===== config.mk =====
export PLATFORM = sky130hd
export DESIGN_NAME = seg_scan_mux
export DESIGN_NICKNAME = d
export VERILOG_FILES = /design/src/rtl/seg_scan_mux.sv
export SDC_FILE = /design/constraint.sdc
export NUM_CORES = 1
export LEC_CHECK = 0
export ABC_CLOCK_PERIOD_IN_PS = 2700
export BUFFER_PORTS_ARGS = -buffer_cell sky130_fd_sc_hd__buf_4
export CAP_MARGIN = 40
export CORE_ASPECT_RATIO = 1.2
export CORE_MARGIN = 2
export CORE_UTILIZATION = 53
export CTS_BUF_LIST = sky130_fd_sc_hd__clkbuf_8
export DETAILED_ROUTE_END_ITERATION = 12
export PLACE_DENSITY = 0.72
export SLEW_MARGIN = 10
export SYNTH_ARGS = -nofsm -noshare
export SYNTH_HDL_FRONTEND = slang
export SYNTH_SLANG_ARGS = --single-unit

===== constraint.sdc =====
create_clock -name CLK -period 2.7 [get_ports CLK]
set_input_delay 0.54 -clock CLK [delete_from_list [all_inputs] [get_ports CLK]]
set_output_delay 0.54 -clock CLK [all_outputs]
set_load 0.1 [all_outputs]

===== src/rtl/seg_scan_mux.sv =====
// rtl/seg_scan_mux.sv - captures an 8-bit temperature and scans it onto a 3-digit 7-segment display
module seg_scan_mux #(
    parameter int SCAN_DIV = 50000
) (
    input  logic       CLK,
    input  logic       RST,
    input  logic [7:0] decimalTemp,
    input  logic       display,
    output logic [6:0] seg,
    output logic [2:0] an,
    output logic       busy
);

    localparam int CW = $clog2(SCAN_DIV);
    localparam logic [CW-1:0] SCAN_LAST = CW'(SCAN_DIV - 1);

    typedef enum logic [1:0] {IDLE, CONVERT, LATCH} stateType;

    stateType    state;
    stateType    nextState;
    logic        dispQ;
    logic        armed;
    logic        capture;
    logic [2:0]  iterCnt;
    logic [19:0] dabble;
    logic [3:0]  hundreds;
    logic [3:0]  tens;
    logic [3:0]  ones;
    logic        shown;
    logic [CW-1:0] scanCnt;
    logic [1:0]  digitIdx;
    logic [3:0]  digitVal;
    logic [2:0]  anCode;
    logic        lit;

    function automatic logic [19:0] dabbleStep(input logic [19:0] v);
        logic [19:0] a;
        a = v;
        if (a[19:16] >= 4'd5) a[19:16] = a[19:16] + 4'd3;
        if (a[15:12] >= 4'd5) a[15:12] = a[15:12] + 4'd3;
        if (a[11:8]  >= 4'd5) a[11:8]  = a[11:8]  + 4'd3;
        return {a[18:0], 1'b0};
    endfunction

    function automatic logic [6:0] segEncode(input logic [3:0] d);
        case (d)
            4'd0:    segEncode = 7'b1000000;
            4'd1:    segEncode = 7'b1111001;
            4'd2:    segEncode = 7'b0100100;
            4'd3:    segEncode = 7'b0110000;
            4'd4:    segEncode = 7'b0011001;
            4'd5:    segEncode = 7'b0010010;
            4'd6:    segEncode = 7'b0000010;
            4'd7:    segEncode = 7'b1111000;
            4'd8:    segEncode = 7'b0000000;
            4'd9:    segEncode = 7'b0010000;
            default: segEncode = 7'b1111111;
        endcase
    endfunction

    // armed stays low after reset until display is seen low, so a level held through reset never captures
    assign capture = display & ~dispQ & armed;

    always_ff @(posedge CLK) begin
        if (RST) begin
            dispQ <= 1'b0;
            armed <= 1'b0;
        end else begin
            dispQ <= display;
            if (!display) armed <= 1'b1;
        end
    end

    always_ff @(posedge CLK) begin
        if (RST) state <= IDLE;
        else     state <= nextState;
    end

    always_comb begin
        nextState = state;
        case (state)
            IDLE:    if (capture) nextState = CONVERT;
            CONVERT: if (iterCnt == 3'd7) nextState = LATCH;
            LATCH:   nextState = IDLE;
            default: nextState = IDLE;
        endcase
    end

    always_comb begin
        busy = (state == CONVERT) || (state == LATCH);
    end

    always_ff @(posedge CLK) begin
        if (RST) begin
            iterCnt  <= 3'd0;
            dabble   <= 20'd0;
            hundreds <= 4'd0;
            tens     <= 4'd0;
            ones     <= 4'd0;
            shown    <= 1'b0;
        end else begin
            case (state)
                IDLE: begin
                    if (capture) begin
                        dabble  <= {12'd0, decimalTemp};
                        iterCnt <= 3'd0;
                    end
                end
                CONVERT: begin
                    dabble  <= dabbleStep(dabble);
                    iterCnt <= iterCnt + 3'd1;
                end
                LATCH: begin
                    hundreds <= dabble[19:16];
                    tens     <= dabble[15:12];
                    ones     <= dabble[11:8];
                    shown    <= 1'b1;
                end
                default: ;
            endcase
        end
    end

    always_ff @(posedge CLK) begin
        if (RST) begin
            scanCnt  <= '0;
            digitIdx <= 2'd0;
        end else if (scanCnt == SCAN_LAST) begin
            scanCnt  <= '0;
            digitIdx <= (digitIdx == 2'd2) ? 2'd0 : digitIdx + 2'd1;
        end else begin
            scanCnt <= scanCnt + 1'b1;
        end
    end

    // leading-zero suppression: tens only blanks when hundreds is also zero
    always_comb begin
        digitVal = ones;
        anCode   = 3'b110;
        lit      = 1'b1;
        case (digitIdx)
            2'd1: begin
                digitVal = tens;
                anCode   = 3'b101;
                lit      = (hundreds != 4'd0) || (tens != 4'd0);
            end
            2'd2: begin
                digitVal = hundreds;
                anCode   = 3'b011;
                lit      = (hundreds != 4'd0);
            end
            default: ;
        endcase
        if (!display || !shown) lit = 1'b0;
    end

    always_ff @(posedge CLK) begin
        if (RST) begin
            an  <= 3'b111;
            seg <= 7'b1111111;
        end else if (lit) begin
            an  <= anCode;
            seg <= segEncode(digitVal);
        end else begin
            an  <= 3'b111;
            seg <= 7'b1111111;
        end
    end

endmodule


Yosys cells after proc, flatten, opt, wreduce, memory -nomap -nowiden:

Memory sizes are Yosys's and may differ from the RTL's. A register that Yosys moved wholly into a read port is not among the register bits.
Index checks and enable logic that the tools add are counted.

* add/subtract/negate cells: 6
* $lt $le $gt $ge: 3
* equality and inequality tests: 8
* muxes and demuxes: 15
* bitwise logic cells: 4
* reductions and logical operators: 13

Operator list (count)
* $pmux 20 s2: 1
* $mux 20: 1
* $add 16x1->16 const B: 1
* $eq 16x16->1 const B: 1
* $ge 4x3->1 const B: 3
* $pmux 3 s2: 2
* $add 4x2->4 const B: 2
* $mux 4: 2
* $pmux 4 s2: 1
* $reduce_bool 4->1: 2
* $mux 2: 3
* $mux 3: 2
* $eq 2x1->1 const B: 2
* $eq 2x2->1 const B: 2
* $ne 2x2->1 const B: 2
* $pmux 2 s2: 1
* $reduce_and 2->1: 2
* $reduce_or 2->1: 2
* $add 3x1->3 const B: 1
* $add 3x2->3 const B: 1
* $eq 3x3->1 const B: 1
* $logic_or 1x1->1: 3
* $add 2x1->2 const B: 1
* $and 1x1->1: 2
* 6 further kinds: 8

* bits in registers: 61
* ROM bits: 112
* input port bits: 11
* memories kept: 1

Memory list
* (name not given): depth 16, width 7, read ports 1, clocked after memory_dff 1, wr ports 0, line 46 `case (d)`

Longest topological paths before layout:

* word-level depth: 6
* depth in mapped cells: 9
* depth with buffers taken out: 8

Worst setup path after synthesis:

No wires, ideal clock.

* path type: reg2reg
* from: reg digitIdx[0]
* to: reg seg[5]
* data arrival time: 1814 ps
* slack: 750 ps
* stages on the path, launching flop included: 9
* period minus slack after synthesis: 1950 ps
* cells stage by stage: dfxtp_1 > inv_1 > ha_1 > buf_2 > mux2i_1 > inv_1 > ha_1 > nor3_1 > o21ai_0

* longest elaborated chain between the ends: 5
* elaborated cells on any way between the ends: 7
* classes of those cells: eq/ne: 2; mux: 3; bitwise: 1; reduce/logical: 1

Ends and longest elaborated chain
* start: declaration: line 31 `logic [1:0] digitIdx;`
* start signal: assignment: line 130 `digitIdx <= (digitIdx == 2'd2) ? 2'd0 : digitIdx + 2'd1;`
* $eq 2x2->1 or $eq 2x1->1 (tied branches): line 141 `case (digitIdx)`
* $pmux 1 s2: line 141
* $mux 1: line 154 `if (!display || !shown) lit = 1'b0;`
* $not 1->1 (no source line)
* $reduce_or 2->1 (no source line)
* end: declaration: line 9 `output logic [6:0] seg,`

Several ways; a longest one is shown, not always the timed one.
A chain may end at the register's enable or synchronous reset.

Worst setup path in the final report:

Same ends and word-level chain as after synthesis.

==> impl_metrics.csv <==
group,metric,value,unit
worst_setup_path,start_kind,"flip-flop",
timing,setup_viol,0,
yosys,synth_top_area_share,42.58,%
global_routing,grt_usage,18.30,%
timing,min_period_over_period,81.74,%
yosys,synth.avg_cell_area,9.347,µm²
floorplan,start_util,53.87,%
layout,antenna_cells,0,
worst_setup_path,cpPeakStageDelay,0.49,ns
layout,syn_to_final_growth,12.21,%
clocking,cts.sinks,68,
status,status,"complete, no violations",
yosys,synth-seq-cells,68,
clocking,clockRootBuffer,"clkbuf_8",
layout,fin_cells,449,
route,m1WireLength,2546,µm
route,viasPerCell,5.192,
timing,hold_ws,0.3954,ns
floorplan,chipWidth,74.90,µm
yosys,seq_area_frac_synth,42.58,%
worst_setup_path,crit_path_end_kind,"flip-flop",
timing,fin_skew,0.01058,ns
floorplan,core_area,0.005934,mm²
placement,dp_hpwl,3966,µm
yosys,async_flop_share,0,%
worst_setup_path,crit_chain,"inv_1 -> ha_1 -> mux2i_1 -> inv_1 -> ha_1 -> nor3_1 -> o21ai_0",
yosys,synthTopCellsByArea,"dfxtp_1 (43%), ha_1 (7.8%), mux2i_1 (7.5%)",
yosys,syn_area,0.003197,mm²
yosys,synth_edf_count,0,
power_and_ir_drop,ir_worst_vdd,0.0003872,V
floorplan,rows,31,
worst_setup_path,cp_max_fo,10,
timing,hold_viol,0,
route,met2_length,2735,µm
global_routing,grt_antenna_before_repair,0,
floorplan,ios,22,
global_routing,overflow,0,
clocking,cts_made_buffers,9,
worst_setup_path,crit_required,2.91,ns
route,ant_nets,0,
yosys,synth_commonest_cells,"dfxtp_1 (68), nor2_1 (50), mux2i_1 (24), nand2_1 (21), ha_1 (20)",
yosys,yosys.area.top_type,"dfxtp_1",
timing,fmax,453.1,MHz
clocking,htreeDepth,3,
route,wl_met3,172,µm
power_and_ir_drop,power.density,578.1,mW/mm²
timing,tightest_slew,0.7344,ns
layout,final_area,0.003587,mm²
yosys,synthFlopType,"dfxtp_1",
timing,finalSetupTns,0,ns
route,routedWlPerCell,12.41,µm
route,vias,2331,
yosys,synth_nets,373,
placement,placed_cell_area,0.003387,mm²
global_routing,grt_max_degree,44,
run,drv_cap,0,
yosys,ys_warn_count,0,
timing,timing.final.max_slew_violations,0,
yosys,yosysMostFrequentCell,"dfxtp_1",
min_path,hp-class,"in2reg",
layout,drive_above_1_share,16.35,%
floorplan,die_area,0.006671,mm²
yosys,netlist_instances,342,
placement,finalWeightedCongestion,0.7915,
route,drtIter0Drc,95,
floorplan,die_y,89.08,µm
worst_setup_path,crit_path_top_delay_cell,"ha_1",
route,dr.pass1.iters,4,
timing,slew_headroom,51.04,%
power_and_ir_drop,leakagePower,0.001330,µW
global_routing,grt_pass1_wl,9273,µm
clocking,clockBufferDepth,2,
placement,numPortBuffers,21,
layout,fill_cells,546,
timing,finalCriticalPeriod,2.207,ns
route,routed.top_layer,"met4",
timing,rsz0062_at_grt,"false",
layout,nNetsFinal,393,
clocking,cts.hold.buffers_added,0,
clocking,clkTransAtPathRegs,0.07,ns
yosys,synth.distinct_cells,44,
placement,placed_cells,433,
global_routing,grt_pass1_vias,2128,
route,drcViolationCount,0,
worst_setup_path,crit_type,"reg2reg",
clocking,clkLatencyLatePin,0.34,ns
worst_setup_path,arrival,2.42,ns
clocking,cts_setup_buffers,0,
clocking,ctsResizeCount,0,
clocking,cts_tree,"done",
route,wl,5574,µm
## area by class of cell
| type | instances | area [µm²] | share of cell area (%) |
|---|---|---|---|
| Clock buffer | 9 | 123.9 | 3.453 |
| Clock inverter | 7 | 76.32 | 2.128 |
| Inverter | 17 | 63.81 | 1.779 |
| Multi-Input combinational cell | 243 | 1687 | 47.02 |
| Sequential cell | 68 | 1361 | 37.95 |
| Tap cell | 82 | 102.6 | 2.860 |
| Timing Repair Buffer | 23 | 172.7 | 4.813 |
## worst paths after layout
check / slack, ns / endpoint / depth (start not counted) / from
max: 0.49 / seg[5] / 7 / digitIdx[0]
min: 0.40 / armed / 2 / display
max reg2reg: 0.49 / seg[5] / 7 / digitIdx[0]
min reg2reg: 0.41 / an[0] / 1 / shown
## metal layers
layer  global-route usage (%)  vias to the layer above
li1                         -                     1218
met1                    20.50                     1073
met2                    31.90                       30
met3                    4.735                       10
met4                    8.766                        0
met5                        0                        -
## flip-flops by register name, summed over array words and instances, names as in the netlist, 2 cells and up
| register | cells |
|---|---|
| an | 3 |
| dabble | 20 |
| digitIdx | 2 |
| hundreds | 4 |
| iterCnt | 3 |
| ones | 4 |
| scanCnt | 16 |
| seg | 7 |
| state | 2 |
| tens | 4 |
## worst max-delay path: cells and delay by family (launching register included)
kind	cells	cell delay (ns)
buf+inv	2	0.21
simple gates	1	0.23
mux	1	0.45
flops	1	0.38
fa+ha+maj	2	0.70
compound gates	1	0.12
## kinds of logic after synthesis
kind of cell               synth area share (%)
buffers and inverters                     4.658
DFF                                       42.58
muxes                                     8.571
and+or+nand+nor                           19.06
AOI/OAI and AO/OA                         11.82
xor gates and xnor gates                  5.480
adders and majority gates                 7.828
## metrics by stage
stage	power, µW	worst slack, ns	util (%)
after floorplan	1230	0.7500	-
after global placement	1264	0.5949	57.07
after detailed placement	1270	0.4833	57.07
after CTS	2105	0.4741	60.45
after global routing	2166	0.2744	60.45
final	2074	0.4931	60.45
## cells in the final DEF, fill, tap and decap left out, types with 6 or more instances in the layout
cell,instances
a211oi_1,9
a21oi_1,13
a22oi_1,11
buf_4,23
clkbuf_8,9
dfxtp_1,68
ha_1,20
inv_1,17
mux2i_1,24
nand2_1,21
nand2b_1,6
nand3_1,8
nand4_1,7
nor2_1,50
nor2_2,9
o21ai_0,9
xnor2_1,11
xor2_1,9
## where the power goes
group / switching, µW / leakage, µW / internal (µW)
Clock: 400 / 0.0000958 / 430
Combinational: 128 / 0.000684 / 73.3
Sequential: 15.3 / 0.000550 / 1030
Total: 543 / 0.00133 / 1530
Note: power is estimated with default switching activity, not from simulation.
